==> src/rtl/count10_pkg.sv <==
// Shared constants and types for the decade (BCD digit) counter.
package count10_pkg;

  localparam int COUNT10_MODULUS = 10;
  localparam int COUNT10_WIDTH   = 4;

  typedef logic [COUNT10_WIDTH-1:0] count10_t;

  localparam count10_t COUNT10_MAX = count10_t'(COUNT10_MODULUS - 1);

  function automatic logic count10_is_max(input count10_t value);
    return value == COUNT10_MAX;
  endfunction

endpackage

==> src/rtl/count10_dec.sv <==
// Modulo-MODULUS up-counter with enable and terminal-count carry; one digit of a cascaded decimal counter.
// Optional synchronous parallel load (LD/D) is built when COUNT10_LOAD_EN is defined.
module count10_dec
  import count10_pkg::*;
#(
  parameter int MODULUS = COUNT10_MODULUS,
  parameter int WIDTH   = COUNT10_WIDTH
) (
  input  logic             CLK,
  input  logic             RB,
  input  logic             EN,
`ifdef COUNT10_LOAD_EN
  input  logic             LD,
  input  logic [WIDTH-1:0] D,
`endif
  output logic [WIDTH-1:0] Q,
  output logic             CY
);

  localparam logic [WIDTH-1:0] MAX_V = WIDTH'(MODULUS - 1);

  logic [WIDTH-1:0] q_q;
  logic [WIDTH-1:0] q_d;

  // Terminal and illegal values both fall back to zero on the next enabled edge.
  always_comb begin
    q_d = q_q;
`ifdef COUNT10_LOAD_EN
    if (LD) begin
      q_d = (D > MAX_V) ? '0 : D;
    end else if (EN) begin
      q_d = (q_q >= MAX_V) ? '0 : q_q + WIDTH'(1);
    end
`else
    if (EN) begin
      q_d = (q_q >= MAX_V) ? '0 : q_q + WIDTH'(1);
    end
`endif
  end

  always_ff @(posedge CLK or negedge RB) begin
    if (!RB) begin
      q_q <= '0;
    end else begin
      q_q <= q_d;
    end
  end

  assign Q  = q_q;
  assign CY = (q_q == MAX_V);

endmodule

==> config.mk <==
export PLATFORM = sky130hd
export DESIGN_NAME = count10_dec
export DESIGN_NICKNAME = d
export VERILOG_FILES = /design/src/rtl/count10_pkg.sv /design/src/rtl/count10_dec.sv
export SDC_FILE = /design/constraint.sdc
export NUM_CORES = 1
export LEC_CHECK = 0
export BUFFER_PORTS_ARGS = -buffer_cell sky130_fd_sc_hd__buf_4
export CORE_AREA = 4 4 41 43
export CTS_CLUSTER_DIAMETER = 30
export DETAILED_ROUTE_END_ITERATION = 6
export DIE_AREA = 0 0 45 47
export HOLD_SLACK_MARGIN = 0.05
export PLACE_DENSITY = 0.47
export SYNTH_ARGS = -nofsm -noshare
export SYNTH_HDL_FRONTEND = slang
export SYNTH_SLANG_ARGS = --single-unit
==> constraint.sdc <==
create_clock -name CLK -period 3.6 [get_ports CLK]
set_clock_uncertainty 0.2 [all_clocks]
set_input_delay 0.54 -clock CLK [delete_from_list [all_inputs] [get_ports CLK]]
set_output_delay 0.54 -clock CLK [all_outputs]
set_load 0.02 [all_outputs]
After elaboration in Yosys (flattened, before gate mapping)
Cells that the tools add are included.
{"block": "word_totals", "wordCells": 5, "out_inout_bits": 5, "ff_bits": 4, "in_bits": 3}
{"block": "op_classes", "n_mux": 1, "eq_ne": 1, "add_sub_neg": 1, "order_cmp": 1}
{"operator": "$add A4 B1 Y4 const B", "count": 1}
{"operator": "$eq A4 B4 Y1 const B", "count": 1}
{"operator": "$ge A4 B4 Y1 const B", "count": 1}
{"operator": "$mux W4", "count": 1}

Depth between registers and ports, before layout
{"block": "logic_depth", "depth_word": 2, "mapped_depth": 5, "depth_no_buf": 5}

Least setup slack after synthesis
No wires, ideal clock.
{"block": "synth_timing", "path_kind": "reg-to-output", "start": "register q_q[1], in the netlist Q[1]", "end": "output port CY", "required_ps": 2860, "path_slack_ps": 1854, "stages_incl_launch_ff": 4, "arrival_ps": 1006, "n_path_buf": 0, "path_cell_list": "dfrtp_1 > inv_1 > ha_1 > and3b_2"}
{"block": "synth_via", "elab_chain_len": 1}
{"item": "start, declared", "line": "count10_dec.sv:22", "source": "logic [WIDTH-1:0] q_q;"}
{"item": "start signal, assigned", "line": "count10_dec.sv:45", "source": "q_q <= q_d;"}
{"item": "$eq A4 B4 Y1", "line": "count10_dec.sv:50", "source": "assign CY = (q_q == MAX_V);"}
{"item": "end, declared", "line": "count10_dec.sv:17", "source": "output logic CY"}
No other way between the ends.

Final worst setup path
{"block": "layout_timing", "start": "register q_q[0], in the netlist Q[0]", "end": "output port CY"}
The elaborated chain is that of the path after synthesis.

==> metrics.md <==
| Metric | Value |
|---|---|
| Outcome | `completed` |
| Core Box Area | `approximately 1300 um^2` |
| Routed vias | `approximately 210` |
| Synth area leader | `dfrtp_1` |
| HPWL Detailed | `between 400 and 500 um` |
| Critical Path End Type | `output port` |
| Kind of path behind the tightest hold check | `input pin to flip-flop` |
| # diodes | `0` |
| Worst-Margin Slew | `around 240 ps` |
| Synth area leaders | `dfrtp_1 (40%), ha_1 (15%), a31oi_1 (5.0%)` |
| PortBufs | `7` |
| FMAX | `between 0.4 and 0.5 GHz` |
| Total GRT Usage | `0.0602` |
| Worst path arrival time | `1270 ps` |
| Layout cells sized above 1 | `0.400` |
| RSZ-0062 raised after global routing | `no` |
| Lkg Pwr | `~0.00017 uW` |
| Seq cells post-synth | `4` |
| Top cell type's share of synthesized area | `0.396` |
| Avg WL per Cell | `around 11 um` |
| Final nets | `43` |
| DIE HEIGHT | `roughly 47 um` |
| Yosys warns | `0` |
| Drt first pass iters | `2` |
| Max rail drop VDD | `approximately 0.32 mV` |
| Largest register FFs | `4` |
| Synth Cell Area | `~250 um^2` |
| Drt via density | `approximately 4.3` |
| Syn Inst Count | `25` |
| TritonCTS clock tree | `built` |
| CTS clk-pin slew, worst paths | `about 30 ps` |
| Crit Path Max Fanout | `6` |
| Clock Latency Late Sink | `~230 ps` |
| Kind of critical path | `flip-flop to output port` |
| Initial Util | `0.194` |
| CTS buffer count | `3` |
| Largest buffer count on any clock path | `2` |
| Root buffer cell | `clkbuf_4` |
| Initial drt markers | `3` |
| Post-layout util | `0.270` |
| Clock sink count | `4` |
| Total gr overflow | `0` |
| Fin Setup TNS | `0 ps` |
| Period Utilization, post-route | `0.559` |
| Crit path launch type | `flip-flop` |
| Flop-to-flop setup slack | `1980 ps` |
| GPL Wtd Cong | `between 0.7 and 0.8` |
| Syn avg cell area | `10.1 um^2` |
| Min cycle time layout | `2010 ps` |
| Vias in the first global route | `195` |
| Sequential area share after synthesis | `0.396` |
| Final hold vios | `0` |
| Final setup vio count | `0` |
| Critical Path RT | `around 2900 ps` |
| Number of core rows | `13` |
| # Post-CTS Setup Buffers | `0` |
| # DRC | `0` |
| Largest net degree at the start of global routing | `9` |
| P per Cell Area | `887 nW/um^2` |
| Initial antenna violation count | `0` |
| Global-route wire length before repair | `between 800 and 900 um` |
| Detailed Route WL | `approximately 540 um` |
| Top Ports | `8` |
| Die W | `between 40 and 50 um` |
| Slew Viols, Final | `0` |
| Relative slew slack | `0.842` |
| Mapped Nets | `31` |
| H-tree Lvls | `1` |
| Synthesis-to-layout area growth | `39.1%` |
| Max-Cap Viols | `0` |
| Yosys cell types | `15` |
| Die area | `roughly 2100 um^2` |
| Remaining antenna violation count | `0` |
[through the flow]
stage / hold slack [ps] / setup slack (ps) / power [uW] / std cells / cell area [um^2]
global route: 343 / 1500 / 338 / 50 / 352
finish: 344 / 1590 / 312 / 50 / 352
global placement: 139 / 1860 / 257 / 46 / 319
detailed placement: 138 / 1820 / 261 / 46 / 319
CTS: 339 / 1570 / 319 / 50 / 352
floorplan: 44.4 / 1850 / 199 / 25 / 253
[routing by layer]
layer  routed length, um  part of all wire  global-route usage  vias to the layer above
met2                 296              0.55               0.102                        5
met1                 215              0.40              0.0619                      100
met3                  27             0.050              0.0268                        0
met4                   0                 0              0.0351                        0
met5                   0                 0                   0                        -
li1                    -                 -                   -                      108
[cell usage in the layout (no fill, tap or decap)]
master,synthesis,layout
a22o_2,1,1
and3b_2,1,1
nor2_1,1,1
a21oi_2,1,1
clkbuf_4,0,3
a41oi_1,1,1
o21bai_1,1,1
nand2_1,2,2
a31oi_1,2,2
xnor2_1,1,1
o21ai_0,2,2
dfrtp_1,4,4
dlygate4sd3_1,0,1
or3b_4,1,1
buf_4,0,7
inv_1,3,3
ha_1,3,3
[worst max-delay path, cell delays in order (launching register included)]
cell and delay (ps):
dfrtp_1 450, ha_1 250, and3b_2 200, buf_4 150
[synth_stat cells]
| master | n |
|---|---|
| and3b_2 | 1 |
| nand2_1 | 2 |
| a41oi_1 | 1 |
| clkbuf_2 | 1 |
| or3b_4 | 1 |
| inv_1 | 3 |
| o21bai_1 | 1 |
| nor2_1 | 1 |
| a31oi_1 | 2 |
| xnor2_1 | 1 |
| o21ai_0 | 2 |
| dfrtp_1 | 4 |
| ha_1 | 3 |
| a21oi_2 | 1 |
| a22o_2 | 1 |
[area by class of cell]
type	count	area, um^2
multi-input cells	17	136
flip-flops and latches	4	100
well taps	15	18.8
clock buffers	3	22.5
fillers	148	950
inverters	3	11.3
repair buffers	8	62.6
[what timing repair did]
item | in CTS | in global routing
endpoints found under the hold margin | 4 | 0
gates resized for setup | 0 | 0
hold buffers | 1 | 0
endpoints found under the setup margin | 0 | 0
[report_power, final]
group / leakage, uW / switching (uW) / internal, uW
clock: 0.0000138 / 17.8 / 37.2
combinational: 0.000107 / 79.7 / 78.1
sequential: 0.0000501 / 33.6 / 65.4
total: 0.000171 / 131 / 181
[final timing paths]
kind                        end  from  cells after the start
max                          CY  Q[0]                      3
min                        Q[1]    EN                      2
max reg2reg                Q[1]  Q[0]                      5
min reg2reg                Q[3]  Q[3]                      1
max in group asynchronous  Q[1]    RB                      2
min in group asynchronous  Q[2]    RB                      2
[logic make-up after synthesis]
group                      after synthesis  synth area share
AOI/OAI and AO/OA                        8             0.228
xor gates and xnor gates                 1            0.0347
adders and majority gates                3             0.149
buffers and inverters                    4            0.0643
DFF                                      4             0.396
and+or+nand+nor                          5             0.129
Note: power is estimated with default switching activity, not from simulation.
